File: src/rtl/mac_stream_accumulator.sv
// -----------------------------------------------------------------------------
// mac_stream_accumulator
//
// Streaming signed multiply-accumulate engine. Takes (activation, weight) pairs
// over a valid/ready stream, adds the full-width products of one vector
// (delimited by io_in_last), and emits one dot-product per vector. The result
// can be saturated or wrapped on overflow.
//
// Pipeline:
//   stage M : registers prod = a*w (2*DATA_W bits), last and first flags
//   stage A : adds prod into the running accumulator; on the last element
//             of a vector it loads the output register instead
//
// Ports:
//   clock          in   rising-edge clock for all state
//   reset          in   asynchronous, active-high; clears all state
//   io_clear       in   synchronous flush of the partially accumulated vector
//   io_in_valid    in   operand pair valid
//   io_in_ready    out  engine can accept an operand pair
//   io_in_a        in   signed activation, DATA_W bits
//   io_in_w        in   signed weight, DATA_W bits
//   io_in_last     in   pair is the final element of the current vector
//   io_out_valid   out  result valid
//   io_out_ready   in   downstream accepts the result
//   io_out_data    out  signed dot-product, ACC_W bits
//   io_out_sat     out  an overflow occurred while accumulating this vector
//   io_out_count   out  element count of this vector (saturates at 2^CNT_W-1)
//
// Handshake: a beat transfers on a rising edge where valid and ready are both
// high. The source holds valid and its payload steady until that edge. Ready
// may depend combinationally on the registered output state. Valid never
// depends on ready.
// -----------------------------------------------------------------------------
module mac_stream_accumulator #(
  parameter int DATA_W   = 8,
  parameter int ACC_W    = 24,
  parameter int CNT_W    = 8,
  parameter int SATURATE = 1
) (
  input  logic              clock,
  input  logic              reset,
  input  logic              io_clear,
  input  logic              io_in_valid,
  output logic              io_in_ready,
  input  logic [DATA_W-1:0] io_in_a,
  input  logic [DATA_W-1:0] io_in_w,
  input  logic              io_in_last,
  output logic              io_out_valid,
  input  logic              io_out_ready,
  output logic [ACC_W-1:0]  io_out_data,
  output logic              io_out_sat,
  output logic [CNT_W-1:0]  io_out_count
);

  localparam int PROD_W = 2 * DATA_W;
  localparam int EXT_W  = ACC_W + 1 - PROD_W;

  localparam logic [ACC_W-1:0] ACC_MAX = {1'b0, {(ACC_W-1){1'b1}}};
  localparam logic [ACC_W-1:0] ACC_MIN = {1'b1, {(ACC_W-1){1'b0}}};
  localparam logic [CNT_W-1:0] CNT_MAX = {CNT_W{1'b1}};
  localparam logic [CNT_W-1:0] CNT_ONE = {{(CNT_W-1){1'b0}}, 1'b1};

  // ---------------------------------------------------------------------------
  // Handshake and pipeline control
  // ---------------------------------------------------------------------------
  logic stall;
  logic in_fire;
  logic out_fire;
  logic a_fire;

  // Stage-M registers
  logic              m_valid;
  logic              m_first;
  logic              m_last;
  logic [PROD_W-1:0] m_prod;

  // Vector state
  logic              start;     // next accepted beat opens a new vector
  logic [ACC_W-1:0]  acc;
  logic              sat_flag;
  logic [CNT_W-1:0]  cnt;

  // A pending result that downstream has not taken freezes the whole pipe.
  assign stall       = io_out_valid & ~io_out_ready;
  assign io_in_ready = ~stall & ~io_clear;
  assign in_fire     = io_in_valid & io_in_ready;
  assign out_fire    = io_out_valid & io_out_ready;
  // io_clear drops the stage-M entry, so stage A must not consume it.
  assign a_fire      = m_valid & ~stall & ~io_clear;

  // ---------------------------------------------------------------------------
  // Stage M datapath: sign-extend both operands to the product width so the
  // multiply is done entirely at PROD_W bits. (-2^(DATA_W-1))^2 still fits.
  // ---------------------------------------------------------------------------
  logic [PROD_W-1:0] a_ext;
  logic [PROD_W-1:0] w_ext;
  logic [PROD_W-1:0] prod;

  always_comb begin
    a_ext = {{DATA_W{io_in_a[DATA_W-1]}}, io_in_a};
    w_ext = {{DATA_W{io_in_w[DATA_W-1]}}, io_in_w};
    prod  = PROD_W'($signed(a_ext) * $signed(w_ext));
  end

  // ---------------------------------------------------------------------------
  // Stage A datapath. The sum is formed one bit wider than the accumulator.
  // Overflow is detected when the two top bits of that sum disagree.
  // ---------------------------------------------------------------------------
  logic [ACC_W-1:0] base;
  logic [ACC_W:0]   sum;
  logic             overflow;
  logic [ACC_W-1:0] result;
  logic             sat_next;
  logic [CNT_W-1:0] cnt_next;

  always_comb begin
    base     = m_first ? '0 : acc;
    sum      = {base[ACC_W-1], base} + {{EXT_W{m_prod[PROD_W-1]}}, m_prod};
    overflow = sum[ACC_W] ^ sum[ACC_W-1];
    result   = sum[ACC_W-1:0];
    if (overflow && (SATURATE != 0)) begin
      // The sign of the wide sum tells which rail was crossed.
      result = sum[ACC_W] ? ACC_MIN : ACC_MAX;
    end
    sat_next = (m_first ? 1'b0 : sat_flag) | overflow;
    if (m_first) begin
      cnt_next = CNT_ONE;
    end else if (cnt == CNT_MAX) begin
      cnt_next = cnt;
    end else begin
      cnt_next = cnt + CNT_ONE;
    end
  end

  // ---------------------------------------------------------------------------
  // State
  // ---------------------------------------------------------------------------
  always_ff @(posedge clock or posedge reset) begin
    if (reset) begin
      m_valid      <= 1'b0;
      m_first      <= 1'b0;
      m_last       <= 1'b0;
      m_prod       <= '0;
      start        <= 1'b1;
      acc          <= '0;
      sat_flag     <= 1'b0;
      cnt          <= '0;
      io_out_valid <= 1'b0;
      io_out_data  <= '0;
      io_out_sat   <= 1'b0;
      io_out_count <= '0;
    end else begin
      // Stage M and the accumulator.
      if (io_clear) begin
        m_valid  <= 1'b0;
        start    <= 1'b1;
        acc      <= '0;
        sat_flag <= 1'b0;
        cnt      <= '0;
      end else if (!stall) begin
        if (in_fire) begin
          m_valid <= 1'b1;
          m_prod  <= prod;
          m_last  <= io_in_last;
          m_first <= start;
          start   <= io_in_last;
        end else begin
          m_valid <= 1'b0;
        end

        if (m_valid) begin
          if (m_last) begin
            // The vector is done: its result goes to the output register.
            acc      <= '0;
            sat_flag <= 1'b0;
            cnt      <= '0;
          end else begin
            acc      <= result;
            sat_flag <= sat_next;
            cnt      <= cnt_next;
          end
        end
      end

      // Output register. A new result loads on the same edge the old one is
      // taken, so vectors stream back to back without a bubble.
      if (a_fire && m_last) begin
        io_out_valid <= 1'b1;
        io_out_data  <= result;
        io_out_sat   <= sat_next;
        io_out_count <= cnt_next;
      end else if (out_fire) begin
        io_out_valid <= 1'b0;
      end
    end
  end

endmodule

File: config.mk
export PLATFORM = sky130hd
export DESIGN_NAME = mac_stream_accumulator
export DESIGN_NICKNAME = d
export VERILOG_FILES = /design/src/rtl/mac_stream_accumulator.sv
export SDC_FILE = /design/constraint.sdc
export NUM_CORES = 1
export LEC_CHECK = 0
export ABC_AREA = 1
export BUFFER_PORTS_ARGS = -buffer_cell sky130_fd_sc_hd__buf_2
export CORE_ASPECT_RATIO = 0.6
export CORE_MARGIN = 2
export CORE_UTILIZATION = 55
export DETAILED_ROUTE_END_ITERATION = 8
export GPL_ROUTABILITY_DRIVEN = 0
export GPL_TIMING_DRIVEN = 0
export HOLD_SLACK_MARGIN = 0.02
export MAX_ROUTING_LAYER = met4
export PLACE_DENSITY = 0.74
export SLEW_MARGIN = 20
export SYNTH_ARGS = -nofsm -noshare
export SYNTH_HDL_FRONTEND = slang
export SYNTH_SLANG_ARGS = --single-unit
File: constraint.sdc
create_clock -name clock -period 4 [get_ports clock]
set_input_delay 0.8 -clock clock [delete_from_list [all_inputs] [get_ports clock]]
set_output_delay 0.8 -clock clock [all_outputs]
set_load 0.05 [all_outputs]
==> out/results.ini <==
[power_and_ir_drop]
pwr-share-seq = 0.185
p_int_mw = 3.37
switchingPower_mw = 3.44
clkPwrFrac = 0.131
p_per_area_nw_per_um2 = 691
ir_drop_uv = 512
leakage_nw = 5.59
finalPower_mw = 6.81
power.share.combinational = 0.684
switching_share = 0.505

[critical_path]
crit_fanout = 7
slowest_delay_ns = 0.58
critPathLaunchType = primary input
arrival_ns = 4.57
critical_path_class = in -> reg
end_kind = flip-flop
slowest_stage = fa_2
cp.required_ns = 4.24
crit_top_cell = inv_2
path_cells = clkbuf_16 -> nand2_4 -> inv_2 -> fa_2 -> inv_2 -> fa_1 -> inv_1 -> fa_1 -> inv_1 -> fa_1 -> inv_2 -> ha_4 -> a21o_1 -> inv_2 -> nor2_1 -> a211oi_2 -> nand3_1 -> or2_4 -> nand3_2 -> nand2_1
startpoint = io_in_a[7]
r2r-start = m_first

[logic_synthesis]
yosys_warnings = 0
synth.area.top_cells = dfrtp_1 26%, nand2_1 19%, fa_1 13%
synth-edff-count = 0
yosys.area.top_type_share = 0.257
synth_seq_area_share = 0.260
synthArstFlopShare = 1.00
synth_top_area_cell = dfrtp_1
synth.net_count = 1326
synth.distinct_cells = 37
syn_area_um2 = 8370
syn_area_per_cell_um2 = 7.01
synth-seq-cells = 87
postSynthCellCount = 1194
ys.flop_type = dfrtp_1

[die]
start_util = 0.570
fp-row-count = 34
die-width_um = 163
die-area_um2 = 16300
die_y_um = 99.6
ios = 57
core_um2 = 14700

[place]
portBuffers = 41
dp.cells = 1434
placed_area_um2 = 9100
dp_hpwl_um = 16700
dp_worst_setup_slack_ns = -0.977

[layout]
drive_gt1_frac = 0.188
stdcell_count = 1470
finish.utilization = 0.671
synthToLayoutAreaGrowth_pct = 17.7
n_antenna_cell = 0
nets = 1399
final_common_cell = nand2_1
layout_common_cells = 414 x nand2_1, 208 x inv_1, 86 x dfrtp_1
finalInstanceArea_um2 = 9850

[outcome]
status = complete, but fails checks
failed_checks = negative setup slack

[timing]
period_share = 1.08
max_slew.worst_pin.slew_ns = 0.844
min_period_ns = 4.32
relSlewSlack = 0.437
fin_ws_ns = -0.322
hold_viol = 0
tns_ns = -1.88
slew_violations = 0
rsz0062_at_grt = yes
setup_viol = 8
fin_skew_ns = 0.0111
timing.hold.ws_ns = 0.472
max_clock_freq_mhz = 231

[global_route]
grt_pass1_wl_um = 35300
grt_pass1_vias = 7024
grt_max_degree = 49
antenna_found_initial = 0
grt-ovfl-total = 0
grtUsageTotal = 0.286

[clock_network]
clockBufferDepth = 2
cts-hold-fix-buffers = 0
cts_buffers = 9
htreeDepth = 3
cts-root-buf = clkbuf_16
cts.sinks = 87
clkTransAtPathRegs_ns = 0.07
clkLatencyLatePin_ns = 0.36
cts_tree = built

[detailed_routing]
viasPerCell = 5.10
vias = 7504
postRouteAntennaNets = 0
wl_per_cell_um = 14.6
wirelength_um = 21400
drt_first_iter_violations = 680
drcViolationCount = 0
dr.pass1.iters = 5

[min_path]
hold_class = reg -> reg
hold_start = io_out_data[9]

[flow_run]
drv_cap = 0

[sequential cells by signal (all words and copies together) (netlist names)]
signal	flops
acc	24
cnt	8
io_out_count	8
io_out_data	24
io_out_sat	1
io_out_valid	1
m_first	1
m_last	1
m_prod	16
m_valid	1
sat_flag	1
start	1
[power by group through the flow]
| stage | combinational, mW | clock, mW | sequential [mW] |
|---|---|---|---|
| 2_1_floorplan | 2.63 | 0 | 1.69 |
| 5_1_grt | 5.07 | 0.936 | 1.29 |
| 3_5_place_dp | 3.96 | 0 | 1.27 |
| 3_3_place_gp | 3.90 | 0 | 1.27 |
| 6_report | 4.66 | 0.889 | 1.26 |
| 4_1_cts | 4.30 | 0.900 | 1.26 |
[worst paths after layout]
path | end | slack [ns] | depth (start not counted)
max | m_prod[14] | -0.32 | 20
min | io_out_data[9] | 0.47 | 2
max reg2reg | acc[8] | 0.53 | 15
min reg2reg | io_out_data[9] | 0.47 | 2
max in group asynchronous | start | 2.87 | 3
min in group asynchronous | io_out_data[21] | 0.48 | 2
[area by class of cell]
| cell class | count | area, um^2 |
|---|---|---|
| Timing Repair Buffer | 62 | 397 |
| Tap cell | 198 | 248 |
| Sequential cell | 87 | 2180 |
| Clock buffer | 10 | 229 |
| Fill cell | 1237 | 4820 |
| Inverter | 231 | 882 |
| Multi-Input combinational cell | 841 | 5510 |
| Buffer | 35 | 335 |
| Clock inverter | 6 | 78.8 |
[routing by layer]
metal,share of wire,wire length (um),track usage,vias to the layer above
li1,-,-,-,3722
met4,0.0074,158,0.0429,0
met2,0.37,7940,0.357,258
met5,0,0,-,-
met3,0.11,2290,0.0863,16
met1,0.52,11000,0.453,3508
[cells in the mapped netlist (9+ instances only)]
master	number
nand2_1	426
inv_1	228
dfrtp_1	86
nor2_1	69
fa_1	56
ha_1	54
nand2_2	39
nand3_1	38
a21oi_1	33
o21ai_0	31
clkbuf_1	27
nand4_1	12
xor2_1	12
nand2_4	11
xnor2_1	11
or2_2	9
[cell families (layout without fill, tap and decap cells)]
| family | count (synthesis) | after routing | share of synthesized area |
|---|---|---|---|
| and+or+nand+nor | 625 | 625 | 0.322 |
| buffers and inverters | 266 | 344 | 0.124 |
| adders and majority gates | 110 | 110 | 0.215 |
| xor gates and xnor gates | 23 | 23 | 0.0241 |
| AOI/OAI and AO/OA | 83 | 83 | 0.0549 |
| DFF | 87 | 87 | 0.260 |
[timing repair]
action,4_1_cts,5_1_grt
endpoints found under the hold margin,0,0
pin swaps,22,25
buffers inserted,10,10
endpoints found under the setup margin,7,8
gates resized for setup,45,48
[worst max-delay path, delay by kind of cell]
kind / cells / cell delay [ns]
compound gates: 2 / 0.39
fa+ha+maj: 5 / 2.32
simple gates: 6 / 0.58
buf+inv: 7 / 0.44
Note: power is estimated with default switching activity, not from simulation.
